### src/rtl/ped_request_unit_if.sv
// Pedestrian front-end signal bundle: buttons, controller handshake, lamps and status.
interface ped_request_unit_if #(
  parameter int WALK_CYCLES = 8
);
  localparam int WCW = $clog2(WALK_CYCLES + 1);

  logic           btn_ns, btn_ew;
  logic           out_ped_ns, out_ped_ew;
  logic [2:0]     signal_ns, signal_ew;
  logic           in_ped_ns, in_ped_ew;
  logic           walk_ns, walk_ew;
  logic [WCW-1:0] walk_cnt_ns, walk_cnt_ew;
  logic           overdue_ns, overdue_ew;
  logic           fault;

  // Pedestrian unit side
  modport master (
    input  btn_ns, btn_ew, out_ped_ns, out_ped_ew, signal_ns, signal_ew,
    output in_ped_ns, in_ped_ew, walk_ns, walk_ew, walk_cnt_ns, walk_cnt_ew,
           overdue_ns, overdue_ew, fault
  );

  // Controller / environment side
  modport slave (
    output btn_ns, btn_ew, out_ped_ns, out_ped_ew, signal_ns, signal_ew,
    input  in_ped_ns, in_ped_ew, walk_ns, walk_ew, walk_cnt_ns, walk_cnt_ew,
           overdue_ns, overdue_ew, fault
  );
endinterface

### src/rtl/ped_request_unit.sv
// Pedestrian request unit: per-direction button debounce, request latch,
// timed walk with vehicle-signal interlock. Two identical channels.

// One crossing direction.
module ped_chan #(
  parameter int DEB_CYCLES  = 4,
  parameter int WALK_CYCLES = 8,
  parameter int MAX_WAIT    = 32,
  localparam int WCW        = $clog2(WALK_CYCLES + 1)
) (
  input  logic           clk,
  input  logic           rst,
  input  logic           btn_i,
  input  logic           grant_i,
  input  logic [2:0]     sig_i,
  output logic           req_o,
  output logic           walk_o,
  output logic [WCW-1:0] walk_cnt_o,
  output logic           overdue_o,
  output logic           fault_o
);
  localparam int DCW = $clog2(DEB_CYCLES + 1);
  localparam int WTW = $clog2(MAX_WAIT + 1);
  localparam logic [DCW-1:0] DEB_LAST  = DCW'(DEB_CYCLES - 1);
  localparam logic [WCW-1:0] WALK_LOAD = WCW'(WALK_CYCLES);
  localparam logic [WCW-1:0] WALK_ONE  = WCW'(1);
  localparam logic [WTW-1:0] WAIT_MAX  = WTW'(MAX_WAIT);
  localparam logic [WTW-1:0] WAIT_PRE  = WTW'(MAX_WAIT - 1);

  typedef enum logic [1:0] {IDLE, REQ, WALK, HOLD} state_e;

  logic           sync1_q, sync2_q;
  logic           deb_q, deb_prev_q;
  logic [DCW-1:0] deb_cnt_q;
  logic           press;
  logic           red;
  state_e         state_q;
  logic [WTW-1:0] wait_q;
  logic [WCW-1:0] walk_cnt_q;
  logic           req_q, walk_q, overdue_q, fault_q;

  // Exact one-hot RED only; any malformed lamp code counts as not-red.
  assign red   = (sig_i == 3'b100);
  assign press = deb_q & ~deb_prev_q;

  // Two-flop synchronizer for the raw button.
  always_ff @(posedge clk or posedge rst) begin
    if (rst) begin
      sync1_q <= 1'b0;
      sync2_q <= 1'b0;
    end else begin
      sync1_q <= btn_i;
      sync2_q <= sync1_q;
    end
  end

  // Debounce: toggle the level after DEB_CYCLES consecutive differing samples.
  always_ff @(posedge clk or posedge rst) begin
    if (rst) begin
      deb_q      <= 1'b0;
      deb_prev_q <= 1'b0;
      deb_cnt_q  <= '0;
    end else begin
      deb_prev_q <= deb_q;
      if (sync2_q == deb_q) begin
        deb_cnt_q <= '0;
      end else if (deb_cnt_q == DEB_LAST) begin
        deb_q     <= ~deb_q;
        deb_cnt_q <= '0;
      end else begin
        deb_cnt_q <= deb_cnt_q + 1'b1;
      end
    end
  end

  // Request/walk FSM; all outputs registered alongside the state.
  always_ff @(posedge clk or posedge rst) begin
    if (rst) begin
      state_q    <= IDLE;
      wait_q     <= '0;
      walk_cnt_q <= '0;
      req_q      <= 1'b0;
      walk_q     <= 1'b0;
      overdue_q  <= 1'b0;
      fault_q    <= 1'b0;
    end else begin
      case (state_q)
        IDLE: begin
          if (press) begin
            state_q   <= REQ;
            req_q     <= 1'b1;
            wait_q    <= '0;
            overdue_q <= 1'b0;
          end
        end
        REQ: begin
          if (grant_i && red) begin
            state_q    <= WALK;
            req_q      <= 1'b0;
            walk_q     <= 1'b1;
            walk_cnt_q <= WALK_LOAD;
            overdue_q  <= 1'b0;
          end else begin
            if (wait_q != WAIT_MAX) wait_q <= wait_q + 1'b1;
            // Look one ahead so overdue lines up with wait reaching MAX_WAIT.
            overdue_q <= (wait_q >= WAIT_PRE);
          end
        end
        WALK: begin
          // Interlock beats every other exit.
          if (!red) begin
            state_q    <= HOLD;
            walk_q     <= 1'b0;
            walk_cnt_q <= '0;
            fault_q    <= 1'b1;
          end else if (!grant_i || walk_cnt_q == WALK_ONE) begin
            state_q    <= HOLD;
            walk_q     <= 1'b0;
            walk_cnt_q <= '0;
          end else begin
            walk_cnt_q <= walk_cnt_q - 1'b1;
          end
        end
        HOLD: begin
          if (!grant_i) state_q <= IDLE;
        end
        default: state_q <= IDLE;
      endcase
    end
  end

  assign req_o      = req_q;
  assign walk_o     = walk_q;
  assign walk_cnt_o = walk_cnt_q;
  assign overdue_o  = overdue_q;
  assign fault_o    = fault_q;
endmodule

// Top: channel 0 = NS, channel 1 = EW.
module ped_request_unit #(
  parameter int DEB_CYCLES  = 4,
  parameter int WALK_CYCLES = 8,
  parameter int MAX_WAIT    = 32
) (
  input  logic               clk,
  input  logic               rst,
  ped_request_unit_if.master bus
);
  localparam int NUM_CH = 2;
  localparam int WCW    = $clog2(WALK_CYCLES + 1);

  logic [NUM_CH-1:0]          btn, grant, req, walk, overdue, flt;
  logic [NUM_CH-1:0][2:0]     sig;
  logic [NUM_CH-1:0][WCW-1:0] wcnt;

  assign btn   = {bus.btn_ew, bus.btn_ns};
  assign grant = {bus.out_ped_ew, bus.out_ped_ns};
  assign sig   = {bus.signal_ew, bus.signal_ns};

  for (genvar i = 0; i < NUM_CH; i++) begin : g_ch
    ped_chan #(
      .DEB_CYCLES (DEB_CYCLES),
      .WALK_CYCLES(WALK_CYCLES),
      .MAX_WAIT   (MAX_WAIT)
    ) u_ch (
      .clk       (clk),
      .rst       (rst),
      .btn_i     (btn[i]),
      .grant_i   (grant[i]),
      .sig_i     (sig[i]),
      .req_o     (req[i]),
      .walk_o    (walk[i]),
      .walk_cnt_o(wcnt[i]),
      .overdue_o (overdue[i]),
      .fault_o   (flt[i])
    );
  end

  assign bus.in_ped_ns   = req[0];
  assign bus.in_ped_ew   = req[1];
  assign bus.walk_ns     = walk[0];
  assign bus.walk_ew     = walk[1];
  assign bus.walk_cnt_ns = wcnt[0];
  assign bus.walk_cnt_ew = wcnt[1];
  assign bus.overdue_ns  = overdue[0];
  assign bus.overdue_ew  = overdue[1];
  // Each channel flag is sticky, so the OR is sticky too.
  assign bus.fault       = |flt;
endmodule

### src/flat_wrapper.sv
// flat-port wrapper written by rule: the top's interface ports become plain ports
module ped_request_unit_flat 
#(
  parameter int DEB_CYCLES  = 4,
  parameter int WALK_CYCLES = 8,
  parameter int MAX_WAIT    = 32
)
  (clk, rst, bus_btn_ns, bus_btn_ew, bus_out_ped_ns, bus_out_ped_ew, bus_signal_ns, bus_signal_ew, bus_in_ped_ns, bus_in_ped_ew, bus_walk_ns, bus_walk_ew, bus_walk_cnt_ns, bus_walk_cnt_ew, bus_overdue_ns, bus_overdue_ew, bus_fault);
  ped_request_unit_if #(.WALK_CYCLES(WALK_CYCLES)) bus_i ();
  input  logic clk;
  input  logic rst;
  input wire logic [$bits(bus_i.btn_ns)-1:0] bus_btn_ns;
  input wire logic [$bits(bus_i.btn_ew)-1:0] bus_btn_ew;
  input wire logic [$bits(bus_i.out_ped_ns)-1:0] bus_out_ped_ns;
  input wire logic [$bits(bus_i.out_ped_ew)-1:0] bus_out_ped_ew;
  input wire logic [$bits(bus_i.signal_ns)-1:0] bus_signal_ns;
  input wire logic [$bits(bus_i.signal_ew)-1:0] bus_signal_ew;
  output wire logic [$bits(bus_i.in_ped_ns)-1:0] bus_in_ped_ns;
  output wire logic [$bits(bus_i.in_ped_ew)-1:0] bus_in_ped_ew;
  output wire logic [$bits(bus_i.walk_ns)-1:0] bus_walk_ns;
  output wire logic [$bits(bus_i.walk_ew)-1:0] bus_walk_ew;
  output wire logic [$bits(bus_i.walk_cnt_ns)-1:0] bus_walk_cnt_ns;
  output wire logic [$bits(bus_i.walk_cnt_ew)-1:0] bus_walk_cnt_ew;
  output wire logic [$bits(bus_i.overdue_ns)-1:0] bus_overdue_ns;
  output wire logic [$bits(bus_i.overdue_ew)-1:0] bus_overdue_ew;
  output wire logic [$bits(bus_i.fault)-1:0] bus_fault;
  assign bus_i.btn_ns = bus_btn_ns;
  assign bus_i.btn_ew = bus_btn_ew;
  assign bus_i.out_ped_ns = bus_out_ped_ns;
  assign bus_i.out_ped_ew = bus_out_ped_ew;
  assign bus_i.signal_ns = bus_signal_ns;
  assign bus_i.signal_ew = bus_signal_ew;
  assign bus_in_ped_ns = bus_i.in_ped_ns;
  assign bus_in_ped_ew = bus_i.in_ped_ew;
  assign bus_walk_ns = bus_i.walk_ns;
  assign bus_walk_ew = bus_i.walk_ew;
  assign bus_walk_cnt_ns = bus_i.walk_cnt_ns;
  assign bus_walk_cnt_ew = bus_i.walk_cnt_ew;
  assign bus_overdue_ns = bus_i.overdue_ns;
  assign bus_overdue_ew = bus_i.overdue_ew;
  assign bus_fault = bus_i.fault;
  ped_request_unit #(.DEB_CYCLES(DEB_CYCLES), .WALK_CYCLES(WALK_CYCLES), .MAX_WAIT(MAX_WAIT)) u_core (.clk(clk), .rst(rst), .bus(bus_i));
endmodule
### config.mk
export PLATFORM = sky130hd
export DESIGN_NAME = ped_request_unit_flat
export DESIGN_NICKNAME = d
export VERILOG_FILES = /design/src/rtl/ped_request_unit_if.sv /design/src/rtl/ped_request_unit.sv /design/src/flat_wrapper.sv
export SDC_FILE = /design/constraint.sdc
export NUM_CORES = 1
export LEC_CHECK = 0
export CAP_MARGIN = 20
export CORE_MARGIN = 10
export CORE_UTILIZATION = 60
export CTS_BUF_LIST = sky130_fd_sc_hd__clkbuf_4
export DETAILED_ROUTE_END_ITERATION = 6
export GPL_TIMING_DRIVEN = 0
export PLACE_DENSITY = 0.92
export SYNTH_ARGS = -nofsm -noshare
export SYNTH_HDL_FRONTEND = slang
export SYNTH_HIERARCHICAL = 1
export SYNTH_SLANG_ARGS = --single-unit
### constraint.sdc
create_clock -name clk -period 2.5 [get_ports clk]
set_input_delay 0.5 -clock clk [delete_from_list [all_inputs] [get_ports clk]]
set_output_delay 0.5 -clock clk [all_outputs]
set_load 0.05 [all_outputs]
# After elaboration in Yosys (flattened, before gate mapping)
# Cells that the tools add are included.
# totals
register_bits	46
in_bits	12
out_inout_bits	15
wordCells	151
# classes
addsub	6
magnitude_cmp	2
n_eq_ne	28
mux	52
bitwise	10
reduce_logical	29
# ops
operator	n
6-bit 2-to-1 mux	6
4-bit 2-to-1 mux	6
6-bit case mux with 2 select lines	2
2-bit 2-to-1 mux	10
2-bit inequality test, second input constant	10
2-bit case mux with 4 select lines	2
4-bit case mux with 2 select lines	2
2-bit AND reduction	8
4-bit AND reduction	4
1-bit 2-to-1 mux	14
6-bit by 1-bit adder with 6-bit output, second input constant	2
6-bit by 5-bit >= comparator with 1-bit output, second input constant	2
3-bit 2-to-1 mux	4
6-bit inequality test, second input constant	2
1-bit case mux with 2 select lines	6
3-bit AND reduction	4
2-bit == test, second input constant	4
4-bit by 1-bit == test with 1-bit output, second input constant	2
1-bit inverter	8
2-bit nonzero test	4
4-bit by 1-bit subtractor with 4-bit output, second input constant	2
3-bit by 1-bit adder with 3-bit output, second input constant	2
3-bit by 2-bit == test with 1-bit output, second input constant	2
3-bit == test, second input constant	2
9 further kinds	17

# Depth between registers and ports, before layout
# Gate-level depths: netlist of run 1.
# depth
depth_word	5
mapped_depth	6
mapped_depth_nobuf	6

# By module
# The synthesis of run 1 kept the hierarchy.
# modules_own_cells
module	n_inst	cells_each	area_per_inst_um2	seq_area_each_um2
ped_chan at u_core.g_ch[0].u_ch	1	133	1325.0	575.6
ped_chan at u_core.g_ch[1].u_ch	1	133	1281.2	575.6
ped_request_unit	1	1	6.3	0.0

# Least setup slack after synthesis of run 1
# No wires, ideal clock.
# synth_timing
kind	reg-to-reg
start	register u_core.g_ch[1].u_ch.walk_cnt_q[0]
end	register u_core.g_ch[1].u_ch.state_q[1]
setup_ps	125
t_arrival_ps	1899
t_required_ps	2375
setup_slack_ps	476
path_stages_with_launch	6
path_buffers	0
synth_period_minus_slack_ps	2024
cell_sequence	dfrtp_1 -> ha_1 -> or3b_2 -> nand3_1 -> nand4_1 -> mux2_2
# synth_between
elab_chain_cells	4
# synth_rtl
item	line	rtl
start: declaration	ped_request_unit.sv:39	logic [WCW-1:0] walk_cnt_q;
start signal: assignment	ped_request_unit.sv:121	walk_cnt_q <= walk_cnt_q - 1'b1;
4-bit by 1-bit == test with 1-bit output	ped_request_unit.sv:116	end else if (!grant_i || walk_cnt_q == WALK_ONE) begin
1-bit logical OR	ped_request_unit.sv:116	
3-bit inequality test (no line)	n/a	
4-bit AND reduction (no line)	n/a	
end signal: assignment	ped_request_unit.sv:117	state_q <= HOLD;
end signal: assignment	ped_request_unit.sv:125	if (!grant_i) state_q <= IDLE;
end signal: assignment	ped_request_unit.sv:127	default: state_q <= IDLE;
end: declaration	ped_request_unit.sv:37	state_e state_q;
# Every way passes these cells.
# A chain may end at the register's enable or synchronous reset.

# Worst setup path after layout of run 1
# layout_timing
start	register u_core.g_ch[1].u_ch.fault_q
end	output bus_fault
# layout_between
elab_chain_cells	1
# layout_rtl
item	line	rtl
start: declaration	ped_request_unit.sv:40	logic req_q, walk_q, overdue_q, fault_q;
start signal: assignment	ped_request_unit.sv:85	fault_q <= 1'b0;
start signal: assignment	ped_request_unit.sv:115	fault_q <= 1'b1;
2-bit OR reduction	ped_request_unit.sv:188	assign bus.fault = |flt;
end: declaration	flat_wrapper.sv:26	output wire logic [$bits(bus_i.fault)-1:0] bus_fault;
# Every way passes these cells.

==> results.json, run 1 <==
{
  "crit_type": "reg2out",
  "rrSetupSlack_ns": 0.62,
  "hold_path_startpoint": "u_core/g_ch[1].u_ch/sync1_q",
  "post-cts-setup-buffers": 0,
  "tritoncts": "yes",
  "ctsResizeCount": 0,
  "drv_slew": 0,
  "holdBufCountCts": 0,
  "num_vias": 1997,
  "avgSynthCellArea_um2": 9.78,
  "final_cell_mix": "dfrtp_1, nand2_1, clkdlybuf4s50_1",
  "grt_pass1_wl_um": 8850,
  "clk_latency_ns": 0.36,
  "synth-main-ff-cell": "dfrtp_1",
  "drtIter0Drc": 68,
  "die_area_um2": 7390,
  "start_util": 0.635,
  "hold_class": "reg2reg",
  "hold_violations": 0,
  "synth.distinct_cells": 53,
  "cts.clk_slew.worst_paths_ns": 0.14,
  "reg2reg_to": "u_core/g_ch[1].u_ch/state_q[1]",
  "path_max_fanout": 2,
  "critPathLaunchType": "register",
  "relSlewSlack": 0.414,
  "timing.final.crit_share": 0.877,
  "cts.path.max_buffers": 2,
  "gp_congestion": 0.845,
  "vias_per_cell": 5.69,
  "syn_inst": 267,
  "grt_antenna_before_repair": 0,
  "syn_nets": 299,
  "finalInstanceArea_um2": 2990,
  "ir_worst_vdd_mv": 0.692,
  "rsz0062_at_grt": "no",
  "final_common_cell": "dfrtp_1",
  "drc_errors": 0,
  "die_x_um": 86.0,
  "preCtsSetupSlack_ns": 0.211,
  "setup_slack_ns": 0.307,
  "antennaDiodeCount": 0,
  "powerDensity_nw_per_um2": 1070,
  "synth_edf_count": 0,
  "synth_warnings": 6,
  "drive_above_1_share": 0.0831,
  "clock_skew_ns": 0.0174,
  "syn_area_um2": 2610,
  "ant_nets": 0,
  "grt_start_max_net_pins": 24,
  "grt_pass1_vias": 2018,
  "status": "completed",
  "core_area_um2": 4120,
  "cts_buffers": 5,
  "portBuffers": 26,
  "ios": 27,
  "crit_start": "u_core/g_ch[1].u_ch/fault_o",
  "placed_cell_area_um2": 2940,
  "setup_viol": 0,
  "gr-usage-all-layers": 0.143,
  "synthArstFlopShare": 1.00,
  "worst_ep_required_time_ns": 2.00,
  "rr_worst_depth": 6,
  "first_pass_iters": 4,
  "period_needed_ns": 2.19,
  "arrival_ns": 1.69,
  "p_leak_nw": 1.34,
  "htreeDepth": 2,
  "worstMarginPinSlew_ns": 0.878,
  "fin_nets": 332,
  "fp.dieH_um": 86.0,
  "setup_tns_ns": 0,
  "ys_seq_area_frac": 0.441,
  "synth-seq-cells": 46,
  "fillers": 295,
  "hold_depth": 0,
  "cp-end-kind": "output port",
  "grt_overflow": 0,
  "hold_path_end": "u_core/g_ch[1].u_ch/sync2_q",
  "timing.rr.start": "u_core/g_ch[1].u_ch/walk_cnt_o[1]",
  "area_growth_pct": 14.4,
  "drt-wirelength-per-cell_um": 14.1,
  "num_rows": 23,
  "clock-sinks": 46,
  "ctsRootBufferMaster": "clkbuf_4",
  "maxCapViolations": 0,
  "fmax_mhz": 456,
  "hpwl_um": 3840,
  "routed_wl_um": 4950
}
## layout make-up
class | instances | area [um2] | area share
inverters | 20 | 75.1 | 0.0251
flip-flops and latches | 46 | 1150 | 0.385
repair buffers | 26 | 260 | 0.0871
well taps | 50 | 62.6 | 0.0209
plain buffers | 6 | 30.0 | 0.0100
clock buffers | 6 | 45.0 | 0.0151
clock inverters | 2 | 8.76 | 0.00293
multi-input cells | 195 | 1360 | 0.454
## worst max-delay path, stage by stage, from the launching register on
cell and delay [ns]:
dfrtp_1 0.40, or2_1 0.23, clkdlybuf4s50_1 0.70
## flip-flops by register name, indices dropped and copies added, names as in the netlist
signal	count
u_core/g_ch.u_ch/wait_q	12
u_core/g_ch.u_ch/walk_cnt_o	8
u_core/g_ch.u_ch/deb_cnt_q	6
u_core/g_ch.u_ch/state_q	4
u_core/g_ch.u_ch/deb_prev_q	2
u_core/g_ch.u_ch/deb_q	2
u_core/g_ch.u_ch/fault_o	2
u_core/g_ch.u_ch/overdue_o	2
u_core/g_ch.u_ch/req_o	2
u_core/g_ch.u_ch/sync1_q	2
u_core/g_ch.u_ch/sync2_q	2
u_core/g_ch.u_ch/walk_o	2
## worst max-delay path by stage
stage / endpoint / cells past startpoint
floorplan: u_core/g_ch[1].u_ch/state_q[1] / 5
global placement: u_core/g_ch[1].u_ch/wait_q[5] / 6
detailed placement: u_core/g_ch[1].u_ch/wait_q[5] / 6
CTS: bus_fault / 2
global route: bus_fault / 2
finish: bus_fault / 2
## cells by family after synthesis
logic type	after synthesis	synth area share
xor gates and xnor gates	2	0.00671
buffers and inverters	26	0.0402
muxes	8	0.0326
adders and majority gates	20	0.0958
AOI/OAI and AO/OA	53	0.138
and+or+nand+nor	112	0.246
DFF	46	0.441
## report_power, final
part           internal (mW)  switching (mW)
combinational          0.655           0.963
sequential             0.993           0.238
clock                  0.117           0.223
total                   1.76            1.42
## synth_stat cells, types with 2 or more instances
| cell | number | area share |
|---|---|---|
| o21bai_1 | 2 | 0.0057 |
| nor3_1 | 5 | 0.0096 |
| nand4_1 | 6 | 0.014 |
| o21ai_0 | 20 | 0.038 |
| a21oi_1 | 4 | 0.0077 |
| a21boi_0 | 2 | 0.0057 |
| mux2_2 | 4 | 0.017 |
| and2_1 | 4 | 0.0096 |
| clkbuf_1 | 5 | 0.0072 |
| nor2b_1 | 3 | 0.0072 |
| inv_1 | 20 | 0.029 |
| nor3b_1 | 7 | 0.020 |
| nor2_1 | 14 | 0.020 |
| nand2_1 | 29 | 0.042 |
| o21ai_1 | 2 | 0.0038 |
| xnor2_1 | 2 | 0.0067 |
| a22o_1 | 4 | 0.013 |
| nand3b_1 | 2 | 0.0057 |
| nand4bb_1 | 3 | 0.013 |
| ha_1 | 20 | 0.096 |
| a21o_1 | 5 | 0.014 |
| and3_1 | 2 | 0.0048 |
| nand3_1 | 12 | 0.023 |
| nand2b_1 | 6 | 0.014 |
| or2_2 | 3 | 0.0072 |
| or4_1 | 3 | 0.0086 |
| or3_1 | 2 | 0.0048 |
| dfrtp_1 | 46 | 0.44 |
| o31ai_1 | 3 | 0.0086 |
| mux2i_1 | 4 | 0.015 |
## stage by stage
stage / util / power, mW / instances / hold slack (ns)
after floorplan: - / 2.42 / 267 / 0.331
after global placement: 0.713 / 2.79 / 343 / 0.338
after detailed placement: 0.713 / 2.87 / 343 / 0.339
after CTS: 0.726 / 3.22 / 351 / 0.367
after global routing: 0.726 / 3.48 / 351 / 0.376
final: 0.726 / 3.19 / 351 / 0.362
## per-layer routing
| layer | track usage | part of all wire | vias up |
|---|---|---|---|
| li1 | - | - | 1017 |
| met1 | 0.149 | 0.42 | 935 |
| met2 | 0.264 | 0.52 | 39 |
| met3 | 0.0407 | 0.044 | 6 |
| met4 | 0.0539 | 0.015 | 0 |
| met5 | 0 | 0 | - |
Note: power is estimated with default switching activity, not from simulation.
==> inputs of run 2 (changes only) <==
--- a/config.mk
+++ b/config.mk
@@ -5,7 +5,7 @@
 export SDC_FILE = /design/constraint.sdc
 export NUM_CORES = 1
 export LEC_CHECK = 0
-export CAP_MARGIN = 20
+export CAP_MARGIN = 5
 export CORE_MARGIN = 10
 export CORE_UTILIZATION = 60
 export CTS_BUF_LIST = sky130_fd_sc_hd__clkbuf_4
==> results of run 2 <==
Same layout as run 1: the final DEF is identical, and so are final timing and power.
